==> src/rtl/sram_stream_buffer.sv <==
// Byte-stream FIFO that parks data in the external SRAM (via the arbiter user
// channel) as a large circular buffer and plays it back in order.
module sram_stream_buffer #(
  parameter int DW         = 8,
  parameter int AW         = 19,
  parameter int RD_LAT     = 1,
  parameter int SKID_DEPTH = 4
) (
  input  logic          clk,
  input  logic          rst,
  input  logic [DW-1:0] s_data,
  input  logic          s_valid,
  output logic          s_ready,
  output logic [DW-1:0] m_data,
  output logic          m_valid,
  input  logic          m_ready,
  output logic [AW:0]   level,
  output logic          full,
  output logic          rd_err,
  output logic [AW-1:0] addra,
  output logic [DW-1:0] data_wr,
  output logic          ena,
  output logic          wea,
  input  logic          busya,
  input  logic          valida,
  input  logic [DW-1:0] data_rd
);

  localparam int SPW = (SKID_DEPTH > 1) ? $clog2(SKID_DEPTH) : 1;
  localparam int SCW = $clog2(SKID_DEPTH + 1);
  localparam int IFW = $clog2(RD_LAT + 1);
  localparam int OW  = $clog2(SKID_DEPTH + RD_LAT + 1) + 1;

  logic [AW-1:0]  wr_ptr_q, wr_ptr_d;
  logic [AW-1:0]  rd_ptr_q, rd_ptr_d;
  logic [AW:0]    level_q, level_d;
  logic           pref_rd_q, pref_rd_d;
  logic           rd_err_q, rd_err_d;
  logic           tag_q [RD_LAT];
  logic [DW-1:0]  skid_mem [SKID_DEPTH];
  logic [SPW-1:0] skid_head_q, skid_head_d;
  logic [SPW-1:0] skid_tail_q, skid_tail_d;
  logic [SCW-1:0] skid_cnt_q, skid_cnt_d;

  logic [IFW-1:0] inflight;
  logic [OW-1:0]  occ;
  logic           full_c;
  logic           rd_eligible;
  logic           wr_grant;
  logic           rd_grant;
  logic           ret_flag;
  logic           skid_push;
  logic           skid_pop;

  function automatic logic [SPW-1:0] skid_inc(input logic [SPW-1:0] p);
    if (p == SPW'(SKID_DEPTH - 1)) begin
      return '0;
    end
    return p + SPW'(1);
  endfunction

  // Outstanding read returns, oldest at the highest index.
  always_comb begin
    inflight = '0;
    for (int i = 0; i < RD_LAT; i++) begin
      inflight = inflight + IFW'(tag_q[i]);
    end
  end

  // Credit: only issue a read if its return is guaranteed a skid slot.
  always_comb begin
    occ         = OW'(skid_cnt_q) + OW'(inflight);
    full_c      = (level_q == {1'b1, {AW{1'b0}}});
    rd_eligible = (level_q != '0) && !busya && (occ < OW'(SKID_DEPTH));
    s_ready     = !rst && !busya && !full_c && !(rd_eligible && pref_rd_q);
    wr_grant    = s_valid && s_ready;
    rd_grant    = !rst && rd_eligible && !wr_grant;
  end

  always_comb begin
    ena     = wr_grant || rd_grant;
    wea     = wr_grant;
    addra   = '0;
    data_wr = '0;
    if (wr_grant) begin
      addra   = wr_ptr_q;
      data_wr = s_data;
    end else if (rd_grant) begin
      addra = rd_ptr_q;
    end
  end

  assign ret_flag  = tag_q[RD_LAT-1];
  assign skid_push = ret_flag && valida;
  assign m_valid   = !rst && (skid_cnt_q != '0);
  assign m_data    = skid_mem[skid_head_q];
  assign skid_pop  = m_valid && m_ready;
  assign level     = level_q;
  assign full      = full_c;
  assign rd_err    = rd_err_q;

  always_comb begin
    wr_ptr_d    = wr_ptr_q;
    rd_ptr_d    = rd_ptr_q;
    level_d     = level_q;
    pref_rd_d   = pref_rd_q;
    rd_err_d    = rd_err_q;
    skid_head_d = skid_head_q;
    skid_tail_d = skid_tail_q;
    skid_cnt_d  = skid_cnt_q;

    if (wr_grant) begin
      wr_ptr_d = wr_ptr_q + AW'(1);
      level_d  = level_q + (AW+1)'(1);
    end else if (rd_grant) begin
      rd_ptr_d = rd_ptr_q + AW'(1);
      level_d  = level_q - (AW+1)'(1);
    end

    // Alternate service when both sides compete.
    if (wr_grant && rd_eligible) begin
      pref_rd_d = 1'b1;
    end else if (rd_grant && s_valid && !full_c) begin
      pref_rd_d = 1'b0;
    end

    if (ret_flag && !valida) begin
      rd_err_d = 1'b1;
    end

    if (skid_push) begin
      skid_tail_d = skid_inc(skid_tail_q);
    end
    if (skid_pop) begin
      skid_head_d = skid_inc(skid_head_q);
    end
    case ({skid_push, skid_pop})
      2'b10:   skid_cnt_d = skid_cnt_q + SCW'(1);
      2'b01:   skid_cnt_d = skid_cnt_q - SCW'(1);
      default: skid_cnt_d = skid_cnt_q;
    endcase
  end

  always_ff @(posedge clk) begin
    if (rst) begin
      wr_ptr_q    <= '0;
      rd_ptr_q    <= '0;
      level_q     <= '0;
      pref_rd_q   <= 1'b0;
      rd_err_q    <= 1'b0;
      skid_head_q <= '0;
      skid_tail_q <= '0;
      skid_cnt_q  <= '0;
    end else begin
      wr_ptr_q    <= wr_ptr_d;
      rd_ptr_q    <= rd_ptr_d;
      level_q     <= level_d;
      pref_rd_q   <= pref_rd_d;
      rd_err_q    <= rd_err_d;
      skid_head_q <= skid_head_d;
      skid_tail_q <= skid_tail_d;
      skid_cnt_q  <= skid_cnt_d;
    end
  end

  always_ff @(posedge clk) begin
    if (!rst && skid_push) begin
      skid_mem[skid_tail_q] <= data_rd;
    end
  end

  // Read-tag shift register; a return arriving while in reset is discarded.
  for (genvar gi = 0; gi < RD_LAT; gi++) begin : g_tag
    if (gi == 0) begin : g_first
      always_ff @(posedge clk) begin
        if (rst) begin
          tag_q[gi] <= 1'b0;
        end else begin
          tag_q[gi] <= rd_grant;
        end
      end
    end else begin : g_next
      always_ff @(posedge clk) begin
        if (rst) begin
          tag_q[gi] <= 1'b0;
        end else begin
          tag_q[gi] <= tag_q[gi-1];
        end
      end
    end
  end

endmodule

==> config.mk <==
export PLATFORM = sky130hd
export DESIGN_NAME = sram_stream_buffer
export DESIGN_NICKNAME = d
export VERILOG_FILES = /design/src/rtl/sram_stream_buffer.sv
export SDC_FILE = /design/constraint.sdc
export NUM_CORES = 1
export LEC_CHECK = 0
export ABC_AREA = 1
export ABC_CLOCK_PERIOD_IN_PS = 3350
export BUFFER_PORTS_ARGS = -buffer_cell sky130_fd_sc_hd__buf_4
export CAP_MARGIN = 10
export CORE_MARGIN = 5
export CORE_UTILIZATION = 41
export CTS_CLUSTER_DIAMETER = 200
export CTS_CLUSTER_SIZE = 25
export DETAILED_ROUTE_END_ITERATION = 10
export PLACE_DENSITY_LB_ADDON = 0.12
export SYNTH_ARGS = -nofsm -noshare
export SYNTH_HDL_FRONTEND = slang
export SYNTH_SLANG_ARGS = --single-unit
==> constraint.sdc <==
create_clock -name clk -period 3.35 [get_ports clk]
set_clock_uncertainty 0.2 [all_clocks]
set_input_delay 1.005 -clock clk [delete_from_list [all_inputs] [get_ports clk]]
set_output_delay 1.005 -clock clk [all_outputs]
set_load 0.02 [all_outputs]
=== Word level (Yosys, flattened, before mapping) ===
Memories as Yosys holds them, arrays and structs flattened. A register that Yosys moved wholly into a read port is not among the register bits.
Cells that the tools add are included.

* Add/subtract/negate cells: 9
* Magnitude comparators: 1
* Eq/ne operators: 5
* Mux-type cells: 25
* Bitwise gates (word level): 1
* Reduce and logical (&&, ||, !) cells: 31

{| class="wikitable"
|+ Operator list
! operator !! number
|-
| $mux W20 || 2
|-
| $add A19 B1 Y19 const B || 2
|-
| $mux W19 || 2
|-
| $add A20 B1 Y20 const B || 1
|-
| $eq A20 B20 Y1 const B || 1
|-
| $reduce_bool A20 Y1 || 1
|-
| $sub A20 B1 Y20 const B || 1
|-
| $logic_and A1 B1 Y1 || 17
|-
| $mux W1 || 13
|-
| $mux W2 || 6
|-
| $mux W8 || 1
|-
| $eq A2 B2 Y1 const B || 3
|-
| $logic_not A1 Y1 || 6
|-
| $pmux W3 S2 || 1
|-
| $reduce_bool A2 Y1 || 3
|-
| $add A2 B1 Y2 const B || 2
|-
| $add A3 B1 Y4 || 1
|-
| $lt A4 B3 Y1 const B || 1
|-
| $add A3 B1 Y3 const B || 1
|-
| $reduce_bool A3 Y1 || 1
|-
| $sub A3 B1 Y3 const B || 1
|-
| $eq A2 B1 Y1 const B || 1
|-
| $reduce_and A2 Y1 || 1
|-
| $logic_or A1 B1 Y1 || 1
|-
| other kinds (2) || 2
|}

* Flip-flop bits (word level): 67
* Memory bits (writable): 33
* Input bits: 22
* Output and inout port bits: 61
* Logic and storage cells: 82
* Memories kept: 2

{| class="wikitable"
|+ Memory list
! name !! words !! bits a word !! rd ports !! clocked after memory_dff !! wr ports !! RTL line !! RTL
|-
| skid_mem || 4 || 8 || 1 || 1 || 1 || 40 || <nowiki>logic [DW-1:0] skid_mem [SKID_DEPTH];</nowiki>
|-
| tag_q || 1 || 1 || 1 || 0 || 1 || 39 || <nowiki>logic tag_q [RD_LAT];</nowiki>
|}

=== Logic depth before layout (Yosys ltp) ===
Gate-level depths: netlist of the first run.

* Depth after elaboration: 13
* Mapped depth: 21
* Gate-level depth less buffers: 19

=== Worst setup path after synthesis of the first run ===
No wires, ideal clock.

* Kind: input -> output
* Start point: input rst
* End point: output addra[16]
* Arrival time: 2287 ps
* Required time: 2145 ps
* Slack: -142 ps
* Cell stages on the path: 7
* Cells stage by stage: buf_2 > inv_1 > nand3_1 > inv_2 > nand2_4 > buf_4 > o21ai_0

* Longest elaborated chain between the ends: 9

{| class="wikitable"
|+ RTL lines
! what !! RTL line !! RTL
|-
| start, declared || 10 || <nowiki>input logic rst,</nowiki>
|-
| $logic_not A1 Y1 * || 75, 77 ||
|-
| $logic_and A1 B1 Y1 (3 in a row) || 75 || <nowiki>s_ready = !rst && !busya && !full_c && !(rd_eligible && pref_rd_q);</nowiki>
|-
| $logic_and A1 B1 Y1 || 76 || <nowiki>wr_grant = s_valid && s_ready;</nowiki>
|-
| $logic_not A1 Y1 || 77 || <nowiki>rd_grant = !rst && rd_eligible && !wr_grant;</nowiki>
|-
| $logic_and A1 B1 Y1 || 77 ||
|-
| $mux W19 || 88 || <nowiki>end else if (rd_grant) begin</nowiki>
|-
| $mux W19 * || 85 || <nowiki>if (wr_grant) begin</nowiki>
|-
| end, declared || 20 || <nowiki>output logic [AW-1:0] addra,</nowiki>
|}

Every way passes the cells marked *; elsewhere a longest branch is shown, timed or not.

=== Worst setup path after layout of the first run ===
* Start point: input busya
* End point: output addra[15]

* Longest elaborated chain between the ends: 11

{| class="wikitable"
|+ RTL lines
! what !! RTL line !! RTL
|-
| start, declared || 24 || <nowiki>input logic busya,</nowiki>
|-
| $logic_not A1 Y1 * || 74, 75 ||
|-
| $logic_and A1 B1 Y1 (2 in a row) || 74 || <nowiki>rd_eligible = (level_q != '0) && !busya && (occ < OW'(SKID_DEPTH));</nowiki>
|-
| $logic_and A1 B1 Y1 || 75 ||
|-
| $logic_not A1 Y1 || 75 ||
|-
| $logic_and A1 B1 Y1 || 75 ||
|-
| $logic_and A1 B1 Y1 || 76 ||
|-
| $logic_not A1 Y1 || 77 ||
|-
| $logic_and A1 B1 Y1 || 77 ||
|-
| $mux W19 || 88 ||
|-
| $mux W19 * || 85 ||
|}

Marked as above.

==> results of run 1 <==
-- registers in the layout, summed over array words and instances (netlist names), named ones only --
signal	cells
skid_mem	32
level	20
rd_ptr_q	19
wr_ptr_q	19
skid_cnt_q	3
skid_head_q	2
skid_tail_q	2
pref_rd_q	1
rd_err	1
tag_q	1
-- area by class of cell --
type                    count  area, um^2
multi-input cells         581        3260
clock inverters             7        62.6
fillers                  1386        6840
clock buffers               9         225
inverters                  91         342
repair buffers            135        1160
well taps                 184         230
flip-flops and latches    102        2360
-- timing repair --
item	in CTS	in global routing
gates cloned	0	2
pin swaps	1	6
resized for setup	9	29
setup endpoints to repair	26	26
setup buffers	1	3
-- metrics by stage --
step / setup WS, ps / utilization (%) / hold slack (ps) / cell area (um^2) / instances
6_report: 11.4 / 52.8 / 279 / 7640 / 1109
5_1_grt: -39.7 / 52.8 / 317 / 7640 / 1109
4_1_cts: 3.15 / 51.3 / 285 / 7430 / 1105
3_5_place_dp: -79.5 / 49.1 / 273 / 7110 / 1088
3_3_place_gp: -34.2 / 49.1 / 254 / 7110 / 1088
2_1_floorplan: -23.9 / - / 244 / 6060 / 800
-- path summary, 6_finish.rpt --
kind	to	depth (start not counted)
min reg2reg	rd_ptr_q[18]	2
min	rd_ptr_q[18]	2
max	addra[15]	10
max reg2reg	level[18]	20
-- cell usage in the layout, fill, tap and decap left out, drive strengths merged --
master / synthesis / routed
a211oi: 1 / 1
a21o: 1 / 1
a21oi: 77 / 77
a22o: 1 / 1
a31oi: 2 / 2
buf: 19 / 133
clkbuf: 7 / 11
clkinv: 0 / 1
clkinvlp: 0 / 1
dfxtp: 70 / 70
edfxtp: 32 / 32
fa: 2 / 2
ha: 26 / 26
inv: 91 / 96
nand2: 156 / 156
nand3: 44 / 44
nand3b: 1 / 1
nand4: 11 / 11
nor2: 106 / 106
nor3: 29 / 29
nor3b: 1 / 1
nor4: 4 / 4
o211ai: 1 / 1
o21a: 1 / 1
o21ai: 55 / 55
o21bai: 4 / 4
o22ai: 24 / 24
o31ai: 1 / 1
xnor2: 5 / 5
xor2: 28 / 28
-- metal layers --
metal  global-route usage (%)  vias up  routed length, um
met3                     2.79       18                964
met2                     30.0      180               7630
met5                        0        -                  0
met4                     6.64        0                278
li1                         -     2911                  -
met1                     25.4     2692               7740
-- worst max-delay path, cell delays in order --
cell and delay, ps:
buf_8 100, nor2_4 100, nand2_2 60, inv_2 80
nand3_4 90, nand3_4 140, nand2_4 100, clkbuf_16 190
o22ai_2 120, buf_6 140
-- where the power goes --
| group | leakage, uW | switching [uW] | internal (uW) |
|---|---|---|---|
| Combinational | 0.00216 | 663 | 478 |
| Sequential | 0.000858 | 64.1 | 1330 |
| Clock | 0.000139 | 518 | 522 |
| Total | 0.00316 | 1250 | 2330 |
-- logic make-up after synthesis --
family          Yosys count  share of synthesized area [%]
simple gates            352                           25.1
flops                   102                           39.3
buf+inv                 117                           8.69
fa+ha+maj                28                           6.07
xor+xnor                 33                           4.80
compound gates          168                           16.0
==> reports/metrics.csv, run 1 <==
metric;value;unit
Routed WL;16600;um
Critical Path RT;2140;ps
Initial Util;41.6;%
routed len/inst;15.0;um
number of synthesized flops with an enable pin;32;
RSZ-0062 raised after global routing;true;
PnR Total Power;3570;uW
crit path time final;3340;ps
worst path arrival time;2130;ps
worst vdd ir;0.000236;V
RR Startpoint;level[6];
GRT Total Usage;18.6;%
period utilization;99.7;%
critical path peak fanout;8;
drt drc;0;
CTS clock-pin slew for the worst setup and hold paths;70;ps
number of synthesis warnings;0;
CTS Sinks;102;
register bit total from synthesis;102;
DIE AREA;17200;um^2
Row Count;44;
Skew-Pair Late Insertion Delay;360;ps
min-delay worst type;reg2reg;
Net Count, Synth;850;
I/O pin cnt;83;
number of global-route vias before repair;5458;
layout cell share with drive strength beyond 1;20.6;%
nets@finish;970;
post-synthesis average cell area;7.52;um^2
Critical Path Start Type;input pin;
Post-CTS Hold Fix Bufs;0;
# setup viols final;0;
P per Cell Area;467;nW/um^2
Area Overhead vs Synth;27.0;%
setup TNS;0;ps
top post-synthesis cells by count;154 x nand2_1, 104 x nor2_1, 86 x inv_1;
die span in x;131;um
reg-to-reg setup timing slack;250;ps
most frequent cell after synthesis;nand2_1;
max-cap violation count;0;
Least-Margin Pin Slew;459;ps
Die H;131;um
TritonRoute pass-1 iters;7;
Synth top area share;23.3;%
Yosys top cell by area;dfxtp_1;
async set-or-reset flop fraction in the synthesized netlist;0;%
Final Max Slew Viols;0;
sequential area share after synthesis;39.3;%
Distinct cells, synth;41;
Setup crit end kind;output pin;
Synth area leaders;dfxtp_1 23%, edfxtp_1 16%, nand2_1 9.6%, nor2_1 6.5%, a21oi_1 6.3%;
HPWL after DPL;12200;um
maximum root-to-sink buffer count;2;
area of the core;14500;um^2
Main synth FF type;dfxtp_1;
Vias per Instance;5.23;
global placer's final weighted congestion;0.911;
Root Driver;clkbuf_16;
critical path class;in2out;
ANT nets after route;0;
total CTS buffers;9;
Max Fclk;0.300;GHz
wire length of the first global-routing pass;26900;um
Diodes inserted;0;
largest net degree at the start of global routing;35;
Port Buf Inserts;82;
leakage power;0.00316;uW
CTS tree;yes;
Iteration-0 DRC Markers;477;
Syn Std Cell Area;6020;um^2
Worst setup startpoint;busya;
hold_sp;rd_ptr_q[18];
post-synthesis cell count;800;
status;finished, final reports clean;
initial antenna violation count;0;
GR Overflow Total;0;
Slew HR;69.1;%
final hold violations;0;
detailed-route via count;5801;
number of H-tree levels;3;
No activity file was read; power rests on OpenSTA's default activity.
==> run 2, diff against run 1 <==
--- a/config.mk
+++ b/config.mk
@@ -9,6 +9,7 @@
 export ABC_CLOCK_PERIOD_IN_PS = 3350
 export BUFFER_PORTS_ARGS = -buffer_cell sky130_fd_sc_hd__buf_4
 export CAP_MARGIN = 10
+export CORE_ASPECT_RATIO = 0.5
 export CORE_MARGIN = 5
 export CORE_UTILIZATION = 41
 export CTS_CLUSTER_DIAMETER = 200
==> run 2 against run 1 <==
Against the previous run:
- fmax rose by 0.82%
- global-route usage rose by 0.49 points
- register-to-register slack got worse by 40 ps
- largest power group unchanged
- final cell count rose by 2.0%
- final area rose by 2.6%
- core utilization rose by 1.6 points
- die area rose by 0.86%
- first-iteration DRC count fell by 46%
==> reports/metrics.csv, run 2 (same netlist as run 1, synthesis figures left out) <==
metric;value;unit;change
DP Worst Slack;-85.1;ps;-5.54 ps
Slew HR;67.0;%;-2.2 points
CTS Sinks;102;;unchanged
Switching Share;34.5;%;-0.33 points
leakage power;0.00322;uW;+1.8%
status;finished, final reports clean;;
ANT nets after route;0;;unchanged
setup TNS;0;ps;unchanged
Area Overhead vs Synth;30.3;%;
buffers and inverters on the worst path;4;;unchanged
HPWL after DPL;12000;um;-2.0%
number of global-route vias before repair;5598;;+2.6%
worst vdd ir;0.000251;V;+6.5%
GRT Total Usage;19.1;%;+0.49 points
Routed WL;16400;um;-1.3%
routed len/inst;14.5;um;-3.2%
PnR Total Power;3740;uW;+4.7%
wire length of the first global-routing pass;27000;um;+0.41%
Port Buf Inserts;82;;unchanged
global placer's final weighted congestion;0.931;;+2.2%
Internal;2450;uW;+5.2%
DIE AREA;17300;um^2;+0.86%
CTS tree;yes;;
CP delay by family, top;buffers and inverters;;
Skew-Pair Late Insertion Delay;350;ps;about the same
Least-Margin Pin Slew;491;ps;+32.1 ps
P per Cell Area;477;nW/um^2;+2.0%
CTS clock-pin slew for the worst setup and hold paths;70;ps;about the same
critical path class;in2out;;
drt drc;0;;unchanged
max-cap violation count;0;;unchanged
Critical Path RT;2140;ps;about the same
maximum root-to-sink buffer count;2;;unchanged
number of H-tree levels;3;;unchanged
commonest non-fill, non-tap cell in the layout;nand2_1;;
Psw;1290;uW;+3.7%
busiest grt layer;met2;;
GR Overflow Total;0;;unchanged
max reg flops;32;;unchanged
Seq pwr share;37.1;%;-1.8 points
Cell Chain, Critical Path;buf_8 > nor2_4 > nand2_1 > inv_2 > nand3_4 > nand3_4 > nand2_8 > clkbuf_16 > o22ai_4 > buf_6;;
Post-CTS Hold Fix Bufs;0;;unchanged
final instance area;7840;um^2;+2.6%
total CTS buffers;9;;unchanged
# setup viols final;0;;unchanged
initial antenna violation count;0;;unchanged
TritonRoute pass-1 iters;5;;-2
M1 GR Usage;23.6;%;-1.9 points
met3 Usage GRT;3.81;%;+1.0 points
largest net degree at the start of global routing;35;;unchanged
clock power share;30.7;%;+1.6 points
critical path peak fanout;6;;-2
Iteration-0 DRC Markers;258;;-46%
Final Max Slew Viols;0;;unchanged
RSZ-0062 raised after global routing;true;;
Worst Slack Setup Final;38.7;ps;+27.3 ps
most frequent cells in the layout;153 x nand2_1, 119 x buf_4, 91 x nor2_1;;
Die H;95.7;um;-27%
area of the core;14400;um^2;-0.35%
Largest Register;skid_mem;;
period utilization;98.8;%;-0.81 points
Max Fclk;0.302;GHz;+0.82%
Worst path max stage delay;180;ps;about the same
final hold violations;0;;unchanged
Root Driver;clkbuf_16;;
Comb pwr share;32.3;%;+0.3 points
CP max stage cell;clkbuf_16;;
nets@finish;978;;+0.82%
Diodes inserted;0;;unchanged
Row Count;31;;-30%
Critical Path Start Type;input pin;;
met2 Use GR;34.9;%;+4.9 points
crit path time final;3310;ps;-27.3 ps
Initial Util;41.7;%;+0.14 points
layout cell share with drive strength beyond 1;22.9;%;+2.3 points
detailed-route via count;5695;;-1.8%
Setup crit end kind;output pin;;
Vias per Instance;5.04;;-3.7%
min-delay worst type;reg2reg;;
I/O pin cnt;83;;unchanged
area post-placement;7190;um^2;+1.1%
CP most frequent cell;nand3_4;;
die span in x;181;um;+38%
worst path arrival time;2110;ps;-20 ps
[run 2: tightest hold or removal path, stage by stage (launching register included)]
cell and delay, ps:
dfxtp_1 310, nand2_1 60, a21oi_1 50
[run 2: timing repair]
| action | in CTS | in global routing |
|---|---|---|
| buffers inserted | 1 | 6 |
| gates resized for setup | 2 | 58 |
| pin swaps | 0 | 7 |
| endpoints found under the setup margin | 27 | 37 |
| gates cloned | 0 | 2 |
| hold endpoints to repair | 0 | 0 |
[run 2: power groups by stage]
stage          clock, uW  combinational, uW  sequential, uW
3_5_place_dp           0               1130            1410
2_1_floorplan          0                670            1450
6_report            1150               1210            1390
4_1_cts             1180               1140            1380
5_1_grt             1230               1350            1390
3_3_place_gp           0               1120            1410
[run 2: per-stage QoR]
stage | utilization, % | cells | hold WS (ps)
after floorplan | - | 800 | 244
after global placement | 49.8 | 1107 | 252
after detailed placement | 49.8 | 1107 | 261
after CTS | 52.2 | 1124 | 272
after global routing | 54.3 | 1131 | 293
final | 54.3 | 1131 | 270
[run 2: path summary, 6_finish.rpt]
path	from	endpoint	slack (ps)	cells after the start
worst max register to register	level[9]	level[19]	210	18
worst min-delay path	rd_ptr_q[18]	rd_ptr_q[18]	270	2
worst min register to register	rd_ptr_q[18]	rd_ptr_q[18]	270	2
worst max-delay path	busya	addra[7]	40	10
[run 2: final cells by class]
class                      instances  area (um^2)
clock buffer                       9          225
sequential                       102         2370
timing repair buffer             142         1200
multi-input combinational        582         3350
tap                              198          248
inverter                          91          342
clock inverter                     7          103
fill                            1388         6590
[run 2: per-layer routing]
layer | share of wire (%) | up-vias | wire [um]
li1 | - | 2934 | -
met1 | 46 | 2623 | 7570
met2 | 48 | 124 | 7930
met3 | 4.5 | 14 | 734
met4 | 1.0 | 0 | 170
met5 | 0 | - | 0
==> run 3, diff against run 2 <==
--- a/config.mk
+++ b/config.mk
@@ -8,10 +8,11 @@
 export ABC_AREA = 1
 export ABC_CLOCK_PERIOD_IN_PS = 3350
 export BUFFER_PORTS_ARGS = -buffer_cell sky130_fd_sc_hd__buf_4
-export CAP_MARGIN = 10
+export CELL_PAD_IN_SITES_DETAIL_PLACEMENT = 2
+export CELL_PAD_IN_SITES_GLOBAL_PLACEMENT = 2
 export CORE_ASPECT_RATIO = 0.5
 export CORE_MARGIN = 5
-export CORE_UTILIZATION = 41
+export CORE_UTILIZATION = 30
 export CTS_CLUSTER_DIAMETER = 200
 export CTS_CLUSTER_SIZE = 25
 export DETAILED_ROUTE_END_ITERATION = 10
==> run 3 against run 2 <==
Against the previous run:
- the flow now finishes with violations (setup timing)
- hold slack better by 21 ps
- fmax is 4.0% lower
- critical path depth is the same
- clock power is 6% lower
- combinational power rose by 19%
- core utilization shrank 12 points
- clock-buffer cell count did not move
- critical path type unchanged
- largest power group is now combinational cells
- highest routed layer unchanged
==> reports/metrics.csv, run 3 (same netlist as run 1, synthesis figures left out) <==
metric;value;unit;change
status;complete, but fails checks;;
failing checks;setup timing;;
ANT nets after route;0;;unchanged
most frequent cells in the layout;148 x nand2_1, 138 x buf_4, 94 x nor2_1;;
max-cap violation count;0;;unchanged
Worst path max stage delay;180;ps;about the same
commonest non-fill, non-tap cell in the layout;nand2_1;;
die span in x;210;um;+16%
Cell Chain, Critical Path;buf_8 > nor2_4 > nand2_2 > inv_2 > nand3_4 > buf_12 > buf_12 > buf_16 > o22ai_4 > buf_6;;
area of the core;19600;um^2;+36%
nets@finish;1009;;+3.2%
Critical Path Start Type;input pin;;
Iteration-0 DRC Markers;176;;-32%
final hold violations;0;;unchanged
critical path peak fanout;7;;+1
PnR Total Power;3910;uW;+4.6%
CTS Sinks;102;;unchanged
global placer's final weighted congestion;0.797;;-14%
min-delay worst type;reg2reg;;
CP delay by family, top;buffers and inverters;;
CP most frequent cell;buf_12;;
CP max stage cell;o22ai_4;;
Vias per Instance;5.01;;-0.43%
crit path time final;3450;ps;+138 ps
routed len/inst;19.0;um;+31%
wire length of the first global-routing pass;37200;um;+37%
CTS tree;yes;;
Diodes inserted;0;;unchanged
Initial Util;30.7;%;-11 points
max reg flops;32;;unchanged
leakage power;0.00339;uW;+5.5%
P per Cell Area;469;nW/um^2;-1.6%
number of H-tree levels;3;;unchanged
Critical Path RT;2140;ps;about the same
period utilization;103;%;+4.1 points
final instance area;8340;um^2;+6.3%
Max Fclk;0.290;GHz;-4.0%
Setup crit end kind;output pin;;
buffers and inverters on the worst path;6;;+2
Port Buf Inserts;82;;unchanged
Area Overhead vs Synth;38.5;%;
Post-CTS Hold Fix Bufs;0;;unchanged
GR Overflow Total;0;;unchanged
worst path arrival time;2240;ps;+130 ps
I/O pin cnt;83;;unchanged
Core Util, Final;42.5;%;-12 points
DP Worst Slack;-260;ps;-175 ps
# setup viols final;18;;+18
CTS clock-pin slew for the worst setup and hold paths;80;ps;about the same
Root Driver;clkbuf_16;;
maximum root-to-sink buffer count;2;;unchanged
Least-Margin Pin Slew;621;ps;+130 ps
RSZ-0062 raised after global routing;true;;
initial antenna violation count;0;;unchanged
area post-placement;7470;um^2;+4.0%
layout cell share with drive strength beyond 1;27.0;%;+4.0 points
worst vdd ir;0.000207;V;-18%
critical path class;in2out;;
Slew HR;58.3;%;-8.7 points
TritonRoute pass-1 iters;4;;-1
GRT Total Usage;20.3;%;+1.2 points
HPWL after DPL;17000;um;+42%
total CTS buffers;9;;unchanged
detailed-route via count;6167;;+8.3%
Die H;110;um;+15%
Row Count;36;;+16%
Worst Hold Slack;291;ps;+21.3 ps
Largest Register;skid_mem;;
drt drc;0;;unchanged
Worst Slack Setup Final;-99.7;ps;-138 ps
Routed WL;23400;um;+43%
Final Max Slew Viols;0;;unchanged
DIE AREA;23200;um^2;+34%
number of global-route vias before repair;6919;;+24%
Skew-Pair Late Insertion Delay;360;ps;about the same
largest net degree at the start of global routing;35;;unchanged
==> run 3: path summary, 6_finish.rpt <==
check                     from            to  slack [ps]  cells past startpoint
setup / recovery         busya     addra[14]        -100                     10
hold reg to reg   rd_ptr_q[18]  rd_ptr_q[18]         290                      2
setup reg to reg      level[3]     level[17]         120                     20
hold / removal    rd_ptr_q[18]  rd_ptr_q[18]         290                      2
==> run 3: where the power goes <==
part | internal, uW | switching, uW
Clock | 525 | 553
Combinational | 635 | 800
Sequential | 1330 | 67.5
==> run 3: metal layers <==
| layer | wire (um) | share of wire [%] | track usage [%] | vias up |
|---|---|---|---|---|
| met4 | 74 | 0.32 | 2.51 | 0 |
| li1 | - | - | - | 2992 |
| met5 | 0 | 0 | 0 | - |
| met1 | 10600 | 45 | 25.0 | 3097 |
| met2 | 12300 | 53 | 39.5 | 72 |
| met3 | 444 | 1.9 | 2.40 | 6 |
==> run 3: tightest hold or removal path, cell delays in order (launching register included) <==
cell     delay [ps]
dfxtp_1         320
nand2_1          60
a21oi_1          60
==> run 3: layout make-up <==
class	count	area [um^2]
Fill cell	2284	11300
Multi-Input combinational cell	581	3450
Timing Repair Buffer	174	1550
Sequential cell	102	2370
Tap cell	266	333
Inverter	91	344
Clock buffer	9	225
Clock inverter	7	63.8
==> run 3: per-stage QoR <==
step / std cells / TNS [ps]
3_3_place_gp: 1202 / -5460
4_1_cts: 1228 / -594
6_report: 1230 / -976
2_1_floorplan: 800 / -41.1
5_1_grt: 1230 / -2200
3_5_place_dp: 1202 / -6300
==> run 3: what timing repair did <==
item / CTS / global route
gates resized for setup: 64 / 42
pin swaps: 13 / 8
setup buffers: 8 / 3
gates cloned: 3 / 0
endpoints found under the hold margin: 0 / 0
endpoints found under the setup margin: 29 / 42
